`src/rtl/irrigation_sequencer.sv`:
```
// ---------------------------------------------------------------------------
// irrigation_sequencer
//
// Purpose: times one irrigation cycle. A request loads a 15:00 (sprinkler)
// or 30:00 (dripper) countdown. The valve opens while the countdown runs,
// and the count drops by 10 s on every tick_10s. A normal completion pulses
// done. A sensor conflict, or a dropped request, aborts the cycle at once.
//
// Ports:
//   clock               in   rising-edge clock for all state
//   reset               in   synchronous, active-high reset
//   tick_10s            in   one-cycle pulse every 10 s
//   irrigation_request  in   level, demand for water
//   splinker_mode_on    in   1 = sprinkler 15:00, 0 = dripper 30:00 (sampled in LOAD)
//   conflicting_values  in   level, sensor fault, highest-priority abort
//   pause_button        in   level, hold to pause the countdown
//   minutes_d           out  tens-of-minutes BCD digit
//   minutes_u           out  units-of-minutes BCD digit
//   seconds_d           out  tens-of-seconds BCD digit
//   valve_on            out  irrigation valve drive
//   done                out  one-cycle pulse on normal completion
//   state               out  current FSM encoding
//
// Configuration: define IRRIGATION_SEQUENCER_PAUSE_EN to enable the PAUSE
// state. When it is undefined, pause_button is ignored, and encoding 011
// falls back to IDLE like any other unused encoding.
// ---------------------------------------------------------------------------
module irrigation_sequencer (
    input  logic       clock,
    input  logic       reset,
    input  logic       tick_10s,
    input  logic       irrigation_request,
    input  logic       splinker_mode_on,
    input  logic       conflicting_values,
    input  logic       pause_button,
    output logic [1:0] minutes_d,
    output logic [3:0] minutes_u,
    output logic [2:0] seconds_d,
    output logic       valve_on,
    output logic       done,
    output logic [2:0] state
);

    localparam logic [2:0] S_IDLE  = 3'b000;
    localparam logic [2:0] S_LOAD  = 3'b001;
    localparam logic [2:0] S_RUN   = 3'b010;
`ifdef IRRIGATION_SEQUENCER_PAUSE_EN
    localparam logic [2:0] S_PAUSE = 3'b011;
`endif
    localparam logic [2:0] S_DONE  = 3'b100;

    logic [2:0] state_q, state_d;
    logic [1:0] md_q, md_d;
    logic [3:0] mu_q, mu_d;
    logic [2:0] sd_q, sd_d;
    logic       valve_q, valve_d;
    logic       done_q, done_d;

    logic       abort;
    logic       pause_req;
    logic       count_zero;
    logic [8:0] dec_count;

`ifdef IRRIGATION_SEQUENCER_PAUSE_EN
    assign pause_req = pause_button;
`else
    logic unused_pause;
    assign unused_pause = pause_button;
    assign pause_req    = 1'b0;
`endif

    // Subtract 10 s from an M M : S0 BCD count. The seconds digit wraps 0->5
    // and the minutes-units digit wraps 0->9, each one borrowing from the
    // next digit up. Callers never pass 00:00.
    function automatic logic [8:0] dec10(input logic [1:0] md,
                                         input logic [3:0] mu,
                                         input logic [2:0] sd);
        logic [1:0] n_md;
        logic [3:0] n_mu;
        logic [2:0] n_sd;
        n_md = md;
        n_mu = mu;
        n_sd = sd;
        if (sd != 3'd0) begin
            n_sd = sd - 3'd1;
        end else begin
            n_sd = 3'd5;
            if (mu != 4'd0) begin
                n_mu = mu - 4'd1;
            end else begin
                n_mu = 4'd9;
                n_md = md - 2'd1;
            end
        end
        return {n_md, n_mu, n_sd};
    endfunction

    assign abort      = conflicting_values | ~irrigation_request;
    assign count_zero = (md_q == 2'd0) && (mu_q == 4'd0) && (sd_q == 3'd0);
    assign dec_count  = dec10(md_q, mu_q, sd_q);

    always_comb begin
        state_d = state_q;
        md_d    = md_q;
        mu_d    = mu_q;
        sd_d    = sd_q;

        case (state_q)
            S_IDLE: begin
                md_d = 2'd0;
                mu_d = 4'd0;
                sd_d = 3'd0;
                if (irrigation_request && !conflicting_values) begin
                    state_d = S_LOAD;
                end
            end

            S_LOAD: begin
                // The mode is sampled only here, so later changes wait for
                // the next load.
                if (splinker_mode_on) begin
                    md_d = 2'd1;
                    mu_d = 4'd5;
                end else begin
                    md_d = 2'd3;
                    mu_d = 4'd0;
                end
                sd_d    = 3'd0;
                state_d = S_RUN;
            end

            S_RUN: begin
                // An abort or a pause consumes a coincident tick. Zero is
                // checked before the tick, so the count can never wrap
                // below 00:00.
                if (abort) begin
                    state_d = S_IDLE;
                    md_d    = 2'd0;
                    mu_d    = 4'd0;
                    sd_d    = 3'd0;
                end else if (pause_req) begin
`ifdef IRRIGATION_SEQUENCER_PAUSE_EN
                    state_d = S_PAUSE;
`endif
                end else if (count_zero) begin
                    state_d = S_DONE;
                end else if (tick_10s) begin
                    {md_d, mu_d, sd_d} = dec_count;
                end
            end

`ifdef IRRIGATION_SEQUENCER_PAUSE_EN
            S_PAUSE: begin
                // The count is frozen and ticks are dropped.
                if (abort) begin
                    state_d = S_IDLE;
                    md_d    = 2'd0;
                    mu_d    = 4'd0;
                    sd_d    = 3'd0;
                end else if (!pause_button) begin
                    state_d = S_RUN;
                end
            end
`endif

            S_DONE: begin
                // Stay here until the request drops, so that a persistent
                // request does not start a new cycle.
                md_d = 2'd0;
                mu_d = 4'd0;
                sd_d = 3'd0;
                if (!irrigation_request) begin
                    state_d = S_IDLE;
                end
            end

            default: begin
                state_d = S_IDLE;
                md_d    = 2'd0;
                mu_d    = 4'd0;
                sd_d    = 3'd0;
            end
        endcase

        // The outputs are registered from the next state, so they line up
        // with the state register.
        valve_d = (state_d == S_RUN);
        done_d  = (state_d == S_DONE) && (state_q != S_DONE);
    end

    always_ff @(posedge clock) begin
        if (reset) begin
            state_q <= S_IDLE;
            md_q    <= 2'd0;
            mu_q    <= 4'd0;
            sd_q    <= 3'd0;
            valve_q <= 1'b0;
            done_q  <= 1'b0;
        end else begin
            state_q <= state_d;
            md_q    <= md_d;
            mu_q    <= mu_d;
            sd_q    <= sd_d;
            valve_q <= valve_d;
            done_q  <= done_d;
        end
    end

    assign state     = state_q;
    assign minutes_d = md_q;
    assign minutes_u = mu_q;
    assign seconds_d = sd_q;
    assign valve_on  = valve_q;
    assign done      = done_q;

endmodule

```
`config.mk`:
```
export PLATFORM = sky130hd
export DESIGN_NAME = irrigation_sequencer
export DESIGN_NICKNAME = d
export VERILOG_FILES = /design/src/rtl/irrigation_sequencer.sv
export SDC_FILE = /design/constraint.sdc
export NUM_CORES = 1
export LEC_CHECK = 0
export BUFFER_PORTS_ARGS = -buffer_cell sky130_fd_sc_hd__buf_2
export CELL_PAD_IN_SITES_DETAIL_PLACEMENT = 1
export CELL_PAD_IN_SITES_GLOBAL_PLACEMENT = 1
export CORE_UTILIZATION = 30
export CTS_BUF_LIST = sky130_fd_sc_hd__clkbuf_8
export DETAILED_ROUTE_END_ITERATION = 8
export PLACE_DENSITY_LB_ADDON = 0.08
export SYNTH_ARGS = -nofsm -noshare
export SYNTH_HDL_FRONTEND = slang
export SYNTH_SLANG_ARGS = --single-unit
```
`constraint.sdc`:
```
create_clock -name clock -period 2.3 [get_ports clock]
set_clock_uncertainty 0.2 [all_clocks]
set_input_delay 0.46 -clock clock [delete_from_list [all_inputs] [get_ports clock]]
set_output_delay 0.46 -clock clock [all_outputs]
set_load 0.1 [all_outputs]
```
# --- Word level (Yosys, flattened, before mapping) ---
# Index checks and enable logic that the tools add are counted.
op_classes:
  n_addsub: 3
  n_mul: 0
  n_div: 0
  order_cmp: 0
  eq_ne: 10
  shifts: 0
  mux: 20
  bitwise_logic: 4
  reduce_logical: 15
ops:
  columns: ["op", "n"]
  rows:
  - ["4-bit 2-to-1 mux", 5]
  - ["3-bit 2-to-1 mux", 6]
  - ["3-bit inequality test (second input constant)", 5]
  - ["2-bit 2-to-1 mux", 6]
  - ["3-bit case mux with 4 select lines", 1]
  - ["4-bit case mux with 2 select lines", 1]
  - ["3-bit by 2-bit equality test with 1-bit output (second input constant)", 2]
  - ["3-bit equality test (second input constant)", 2]
  - ["3-bit logical NOT", 2]
  - ["1-bit logical AND", 4]
  - ["4-bit logical NOT", 1]
  - ["2-bit case mux with 2 select lines", 1]
  - ["4-bit AND reduction", 1]
  - ["4-bit nonzero test", 1]
  - ["4-bit by 1-bit subtractor with 4-bit output (second input constant)", 1]
  - ["3-bit by 1-bit equality test with 1-bit output (second input constant)", 1]
  - ["1-bit NOT", 3]
  - ["3-bit AND reduction", 1]
  - ["3-bit nonzero test", 1]
  - ["3-bit OR reduction", 1]
  - ["3-bit by 1-bit subtractor with 3-bit output (second input constant)", 1]
  - ["2-bit logical NOT", 1]
  - ["2-bit AND reduction", 1]
  - ["2-bit by 1-bit subtractor with 2-bit output (second input constant)", 1]
  - ["2 further kinds", 2]
word_totals:
  reg_bits: 14
  latch_bits: 0
  ramBits: 0
  romBits: 0
  inputBits: 7
  out_inout_bits: 14
  elab_cells: 58
  memories: 0

# --- Depth between registers and ports, before layout ---
# Gate-level depths: netlist of run 1.
depth:
  word_depth: 8
  mapped_depth: 6
  depth_no_buf: 6

# --- Worst setup path after synthesis of run 1 ---
# Ideal clock, no wire load.
synth_path:
  path_kind: "flip-flop to flip-flop"
  from: "reg mu_q[0] (netlist: minutes_u[0])"
  to: "reg md_q[1] (netlist: minutes_d[1])"
  setup_time_ps: 116
  arrival_ps: 2162
  t_required_ps: 1984
  setup_slack_ps: -178
  stages_incl_launch_ff: 7
  n_path_buf: 0
  synth_period_minus_slack_ps: 2478
  cell_sequence: "dfxtp_1 > inv_1 > ha_1 > nor3b_1 > nor3b_4 > or3_1 > o211a_1"
synth_via:
  elab_chain_cells: 5
  elab_cells_between_ends: 7
  classes_between: "eq/ne: 2; reduce/logical: 5"
synth_lines:
  columns: ["item", "line_no", "source"]
  rows:
  - ["from (decl)", "54", "logic [3:0] mu_q, mu_d;"]
  - ["from (signal assigned)", "202", "mu_q <= mu_d;"]
  - ["4-bit logical NOT", "99", "assign count_zero = (md_q == 2'd0) && (mu_q == 4'd0) && (sd_q == 3'd0);"]
  - ["1-bit logical AND (2 in a row)", "99", null]
  - ["3-bit inequality test (no source line)", null, null]
  - ["4-bit AND reduction (no source line) *", null, null]
  - ["to (signal assigned)", "201", "md_q <= md_d;"]
  - ["to (decl)", "53", "logic [1:0] md_q, md_d;"]
# Mark *: on every way between the ends. The rest lies on a longest branch, timed or not.
# A chain may end at the register's enable or synchronous reset.

# --- Worst setup path after layout of run 1 ---
# Same ends and word-level chain as after synthesis.

==> results of run 1 <==
kinds of logic after synthesis:
| group | count (synthesis) | synth area share |
|---|---|---|
| AND/OR/NAND/NOR | 40 | 0.347 |
| AO/OA/AOI/OAI | 19 | 0.177 |
| flip-flops | 14 | 0.378 |
| buffers and inverters | 8 | 0.0506 |
| adder cells (fa/ha/maj) | 2 | 0.0337 |
| multiplexers | 1 | 0.0135 |
sequential cells by signal (all words and copies together) (netlist names):
| name | cells |
|---|---|
| done | 1 |
| minutes_u | 4 |
| seconds_d | 3 |
| valve_on | 1 |
| minutes_d | 2 |
| state | 3 |
worst max-delay path, cell delays in order, from the launching register on:
cell and delay, ns:
dfxtp_2 0.34, inv_1 0.07, ha_1 0.21, nor3b_1 0.40, nor3b_4 0.31, a21oi_1 0.10, o211a_1 0.21
layout by cell type, fill, tap and decap left out, drive strengths merged, types with 2 or more instances in the layout:
master   n
ha       2
dfxtp   14
nor3     6
a21oi    8
a211oi   3
nand3    2
or2      2
nor3b    5
inv      6
nor2    11
clkbuf   4
nand2    5
nand2b   2
buf     20
worst paths after layout:
check | to | slack [ns] | cells after the start
worst max-delay path | minutes_d[1] | 0.35 | 6
worst min-delay path | minutes_d[0] | 0.26 | 2
worst max register to register | minutes_d[1] | 0.35 | 6
worst min register to register | minutes_u[1] | 0.31 | 2
metrics by stage:
| step | hold WS, ns | setup WS (ns) | instance area (sq um) |
|---|---|---|---|
| 2_1_floorplan | 0.317 | 0.0304 | 747 |
| 3_3_place_gp | 0.296 | 0.329 | 870 |
| 3_5_place_dp | 0.307 | 0.306 | 870 |
| 4_1_cts | 0.264 | 0.341 | 925 |
| 5_1_grt | 0.283 | 0.238 | 925 |
| 6_report | 0.262 | 0.352 | 925 |
layout make-up:
class                           count  area, sq um
Clock buffer                        4         55.1
Fill cell                         275         1350
Inverter                            6         22.5
Multi-Input combinational cell     62          424
Sequential cell                    14          285
Tap cell                           28         35.0
Timing Repair Buffer               20          103
per-layer routing:
layer  up-vias  global-route usage
met5         -                   0
met4         0              0.0811
met3         5              0.0439
met2        12               0.216
met1       313               0.180
li1        343                   -
power breakdown:
part	switching, mW	total, mW	internal, mW	leakage, nW
logic	0.0509	0.0729	0.0220	0.241
clock network	0.102	0.254	0.152	0.0288
registers	0.00497	0.251	0.246	0.115
==> qor.yml, run 1 <==
run_status:
  status: "finished clean"
yosys:
  ys.warnings.count: 0
  synth_common_cells: "dfxtp_1, nor2_1, a21oi_1"
  avgSynthCellArea_sq_um: 8.83
  synth_fp_nets: 93
  syn-cell-area_sq_um: 742
  ys_seq_area_frac: 0.378
  yosysTopAreaCell: "dfxtp_1"
  synth_edf_count: 0
  synth.top_cell.area_share: 0.378
  synth_cell_types: 34
  async_flop_share: 0
  synth_ff_type: "dfxtp_1"
  ys_ff_latch: 14
  synth_area_leaders: "dfxtp_1, nor2_1, a21oi_1"
  syn_inst: 84
  synth_most_common_cell: "dfxtp_1"
clocking:
  root_buffer: "clkbuf_8"
  cts-buffers-inserted: 3
  cts_tree: "built"
  cts_setup_buffers: 0
  cts_sinks: 14
  clock_latency_ns: 0.25
  post_cts_resized: 0
  postCtsHoldBufs: 0
  htree_levels: 1
  path_clk_slew_ns: 0.07
  cts_buffer_depth: 2
setup_path:
  critPathRequiredTime_ns: 2.24
  cp-end-kind: "flop"
  path_max_fanout: 5
  cp.arrival_ns: 1.89
  startpoint: "minutes_u[0]"
  regToRegStartpoint: "minutes_u[0]"
  worstSetupPathType: "reg -> reg"
  start_kind: "flop"
route:
  wl_per_cell_um: 12.7
  routed.top_layer: "met4"
  dr.pass1.iters: 4
  detail-route-antenna-nets: 0
  drc: 0
  drt_wl_total_um: 1710
  met3_length_um: 54
  drt_first_iter_violations: 5
  met2WireLength_um: 774
  routedLengthMet1_um: 840
  vias_per_cell: 5.02
  vias: 673
sta:
  fin_tns_setup_ns: 0
  hold_viol_final: 0
  slew_viol_final: 0
  rsz0062_at_grt: "no"
  worst_slew_pin_slew_ns: 0.485
  period_share: 0.847
  timing.fmax_ghz: 0.513
  finalSetupViolCount: 0
  post-route-min-period_ns: 1.95
  relSlewSlack: 0.679
final_layout:
  num-nets-final: 116
  diodes: 0
  drive_above_1_share: 0.340
  stdcell_count: 134
  syn2layout_area_growth_pct: 24.6
  utilization: 0.406
place:
  dp_cells: 130
  dp_hpwl_um: 1330
  gp_congestion: 0.656
  port_buffers: 19
global_routing:
  antenna_found_initial: 0
  grt_pass1_wl_um: 2700
  track_usage: 0.144
  overflow: 0
  grt_pass1_vias: 596
  grt_max_degree: 12
pwr:
  leakage_nw: 0.385
  power_per_cell_area_mw_per_mm2: 625
  peakVddDrop_mv: 0.312
  totalPowerFinal_uw: 578
floorplan:
  ioPinCount: 21
  fp.dieH_um: 51.7
  die_width_um: 51.7
  initial_utilization: 0.326
  die_area_sq_mm: 0.00268
  core_sq_mm: 0.00228
  rows: 17
min_path:
  holdCritStartpoint: "reset"
  hold_path_class: "in -> reg"
job:
  maxCapViolations: 0
No activity file was read; power rests on OpenSTA's default activity.
==> run 2: changes to the inputs <==
- ABC_AREA: unset -> 1
- clock period: 2.3 -> 1.7 ns (I/O delays scaled with it)
==> qor.yml, run 2 <==
sta:
  hold_viol_final: 0
  fin_tns_setup_ns: 0
  finalWorstSetupSlack_ns: 0.0788
  post-route-min-period_ns: 1.62
  finalSetupViolCount: 0
  rsz0062_at_grt: "no"
  worst_slew_pin_slew_ns: 0.488
  timing.fmax_ghz: 0.617
  relSlewSlack: 0.677
  period_share: 0.954
  slew_viol_final: 0
place:
  gp_congestion: 0.766
  dp_hpwl_um: 1420
  dp_slack_ns: 0.184
  placedInstanceArea_sq_um: 948
  port_buffers: 19
pwr:
  peakVddDrop_mv: 0.398
  clkPwrFrac: 0.429
  leakage_nw: 0.527
  power_per_cell_area_mw_per_mm2: 770
  totalPowerFinal_uw: 773
  power_frac_comb: 0.138
  switching_share: 0.277
  seqPwrFrac: 0.433
  switchingPower_uw: 214
  p_int_uw: 559
setup_path:
  crit_buf_inv: 1
  path_max_fanout: 7
  critPathRequiredTime_ns: 1.16
  cp.arrival_ns: 1.08
  start_kind: "flop"
  worstSetupPathType: "reg -> out"
  crit_path_max_incr_delay_ns: 0.45
  cp_cell_sequence: "buf_2"
  cp_slowest_cell: "buf_2"
  cp-end-kind: "output pin"
  cpLargestDelayFamily: "buffers and inverters"
yosys:
  synth_top_family_by_area: "simple AND/OR/NAND/NOR gates"
  synth_compound_area_frac: 0.0997
  synth_cell_types: 20
  ys_ff_latch: 14
  ys.warnings.count: 0
  synth.top_cell.area_share: 0.354
  synth_edf_count: 0
  synthAdderAreaFrac: 0.0316
  synth_fp_nets: 123
  synth_area_leaders: "dfxtp_1, nand2_1, inv_1"
  syn_inst: 114
  synth_common_cells: "nand2_1, inv_1, dfxtp_1, nor2_1, nand3_1"
  syn-cell-area_sq_um: 791
  synth_ff_type: "dfxtp_1"
  synthXorXnorAreaFrac: 0
  synthMuxAreaShare: 0
  yosys.area_share.simple: 0.419
  avgSynthCellArea_sq_um: 6.94
  synth_most_common_cell: "nand2_1"
  ys_seq_area_frac: 0.354
  async_flop_share: 0
  yosysTopAreaCell: "dfxtp_1"
global_routing:
  grt_max_degree: 11
  overflow: 0
  grt_pass1_vias: 685
  antenna_found_initial: 0
  track_usage: 0.145
  grt_pass1_wl_um: 2980
clocking:
  post_cts_resized: 0
  cts_setup_buffers: 0
  cts_tree: "built"
  root_buffer: "clkbuf_8"
  cts_sinks: 14
  postCtsHoldBufs: 0
  clock_latency_ns: 0.24
  htree_levels: 1
  cts-buffers-inserted: 3
  path_clk_slew_ns: 0.06
  cts_buffer_depth: 2
floorplan:
  rows: 18
  fp.dieH_um: 53.3
  initial_utilization: 0.319
  ioPinCount: 21
  core_sq_mm: 0.00248
  die_area_sq_mm: 0.00285
  die_width_um: 53.3
route:
  vias_per_cell: 4.63
  wl_per_cell_um: 10.6
  routed.top_layer: "met4"
  routedLengthMet1_um: 951
  vias: 773
  drt_first_iter_violations: 14
  drc: 0
  met2WireLength_um: 765
  dr.pass1.iters: 4
  detail-route-antenna-nets: 0
  met3_length_um: 46
  drt_wl_total_um: 1770
final_layout:
  largest_register_ffs: 4
  num-nets-final: 147
  final_area_sq_mm: 0.00100
  syn2layout_area_growth_pct: 26.9
  diodes: 0
  final_cell_mix: "nand2_1, buf_2, inv_1"
  final_common_cell: "nand2_1"
  drive_above_1_share: 0.365
job:
  maxCapViolations: 0
min_path:
  hold_path_class: "in -> reg"
run_status:
  status: "finished clean"
## run 2: routing by layer
layer / vias up / GRT usage
li1: 406 / -
met3: 2 / 0.0345
met2: 12 / 0.210
met4: 0 / 0.0526
met5: - / 0
met1: 353 / 0.205
## run 2: power groups by stage
| stage | sequential, mW | clock (mW) | combinational, mW |
|---|---|---|---|
| after global routing | 0.335 | 0.357 | 0.116 |
| after global placement | 0.342 | 0 | 0.107 |
| after CTS | 0.335 | 0.344 | 0.108 |
| after detailed placement | 0.342 | 0 | 0.108 |
| after floorplan | 0.381 | 0 | 0.0432 |
| final | 0.335 | 0.331 | 0.107 |
## run 2: cell families (layout without fill, tap and decap cells)
kind of cell	Yosys count	count (layout)
and+or+nand+nor	64	64
buffers and inverters	20	43
AOI/OAI and AO/OA	14	14
DFF	14	14
adders and majority gates	2	2
## run 2: cell type report
class / count / area, sq um
tap: 30 / 37.5
fill: 327 / 1470
sequential: 14 / 305
timing repair buffer: 19 / 95.1
multi-input combinational: 80 / 435
inverter: 20 / 75.1
clock buffer: 4 / 55.1
## run 2: path summary, 6_finish.rpt
kind	end	slack [ns]	start	cells past startpoint
max	minutes_u[2]	0.08	minutes_u[2]	1
min	minutes_u[1]	0.14	reset	2
max reg2reg	minutes_u[2]	0.18	minutes_u[0]	8
min reg2reg	seconds_d[1]	0.27	seconds_d[1]	2
## run 2: metrics by stage
step	hold slack, ns	std cells	utilization
after floorplan	0.193	114	-
after global placement	0.251	163	0.383
after detailed placement	0.260	163	0.383
after CTS	0.130	167	0.405
after global routing	0.151	167	0.405
final	0.140	167	0.405
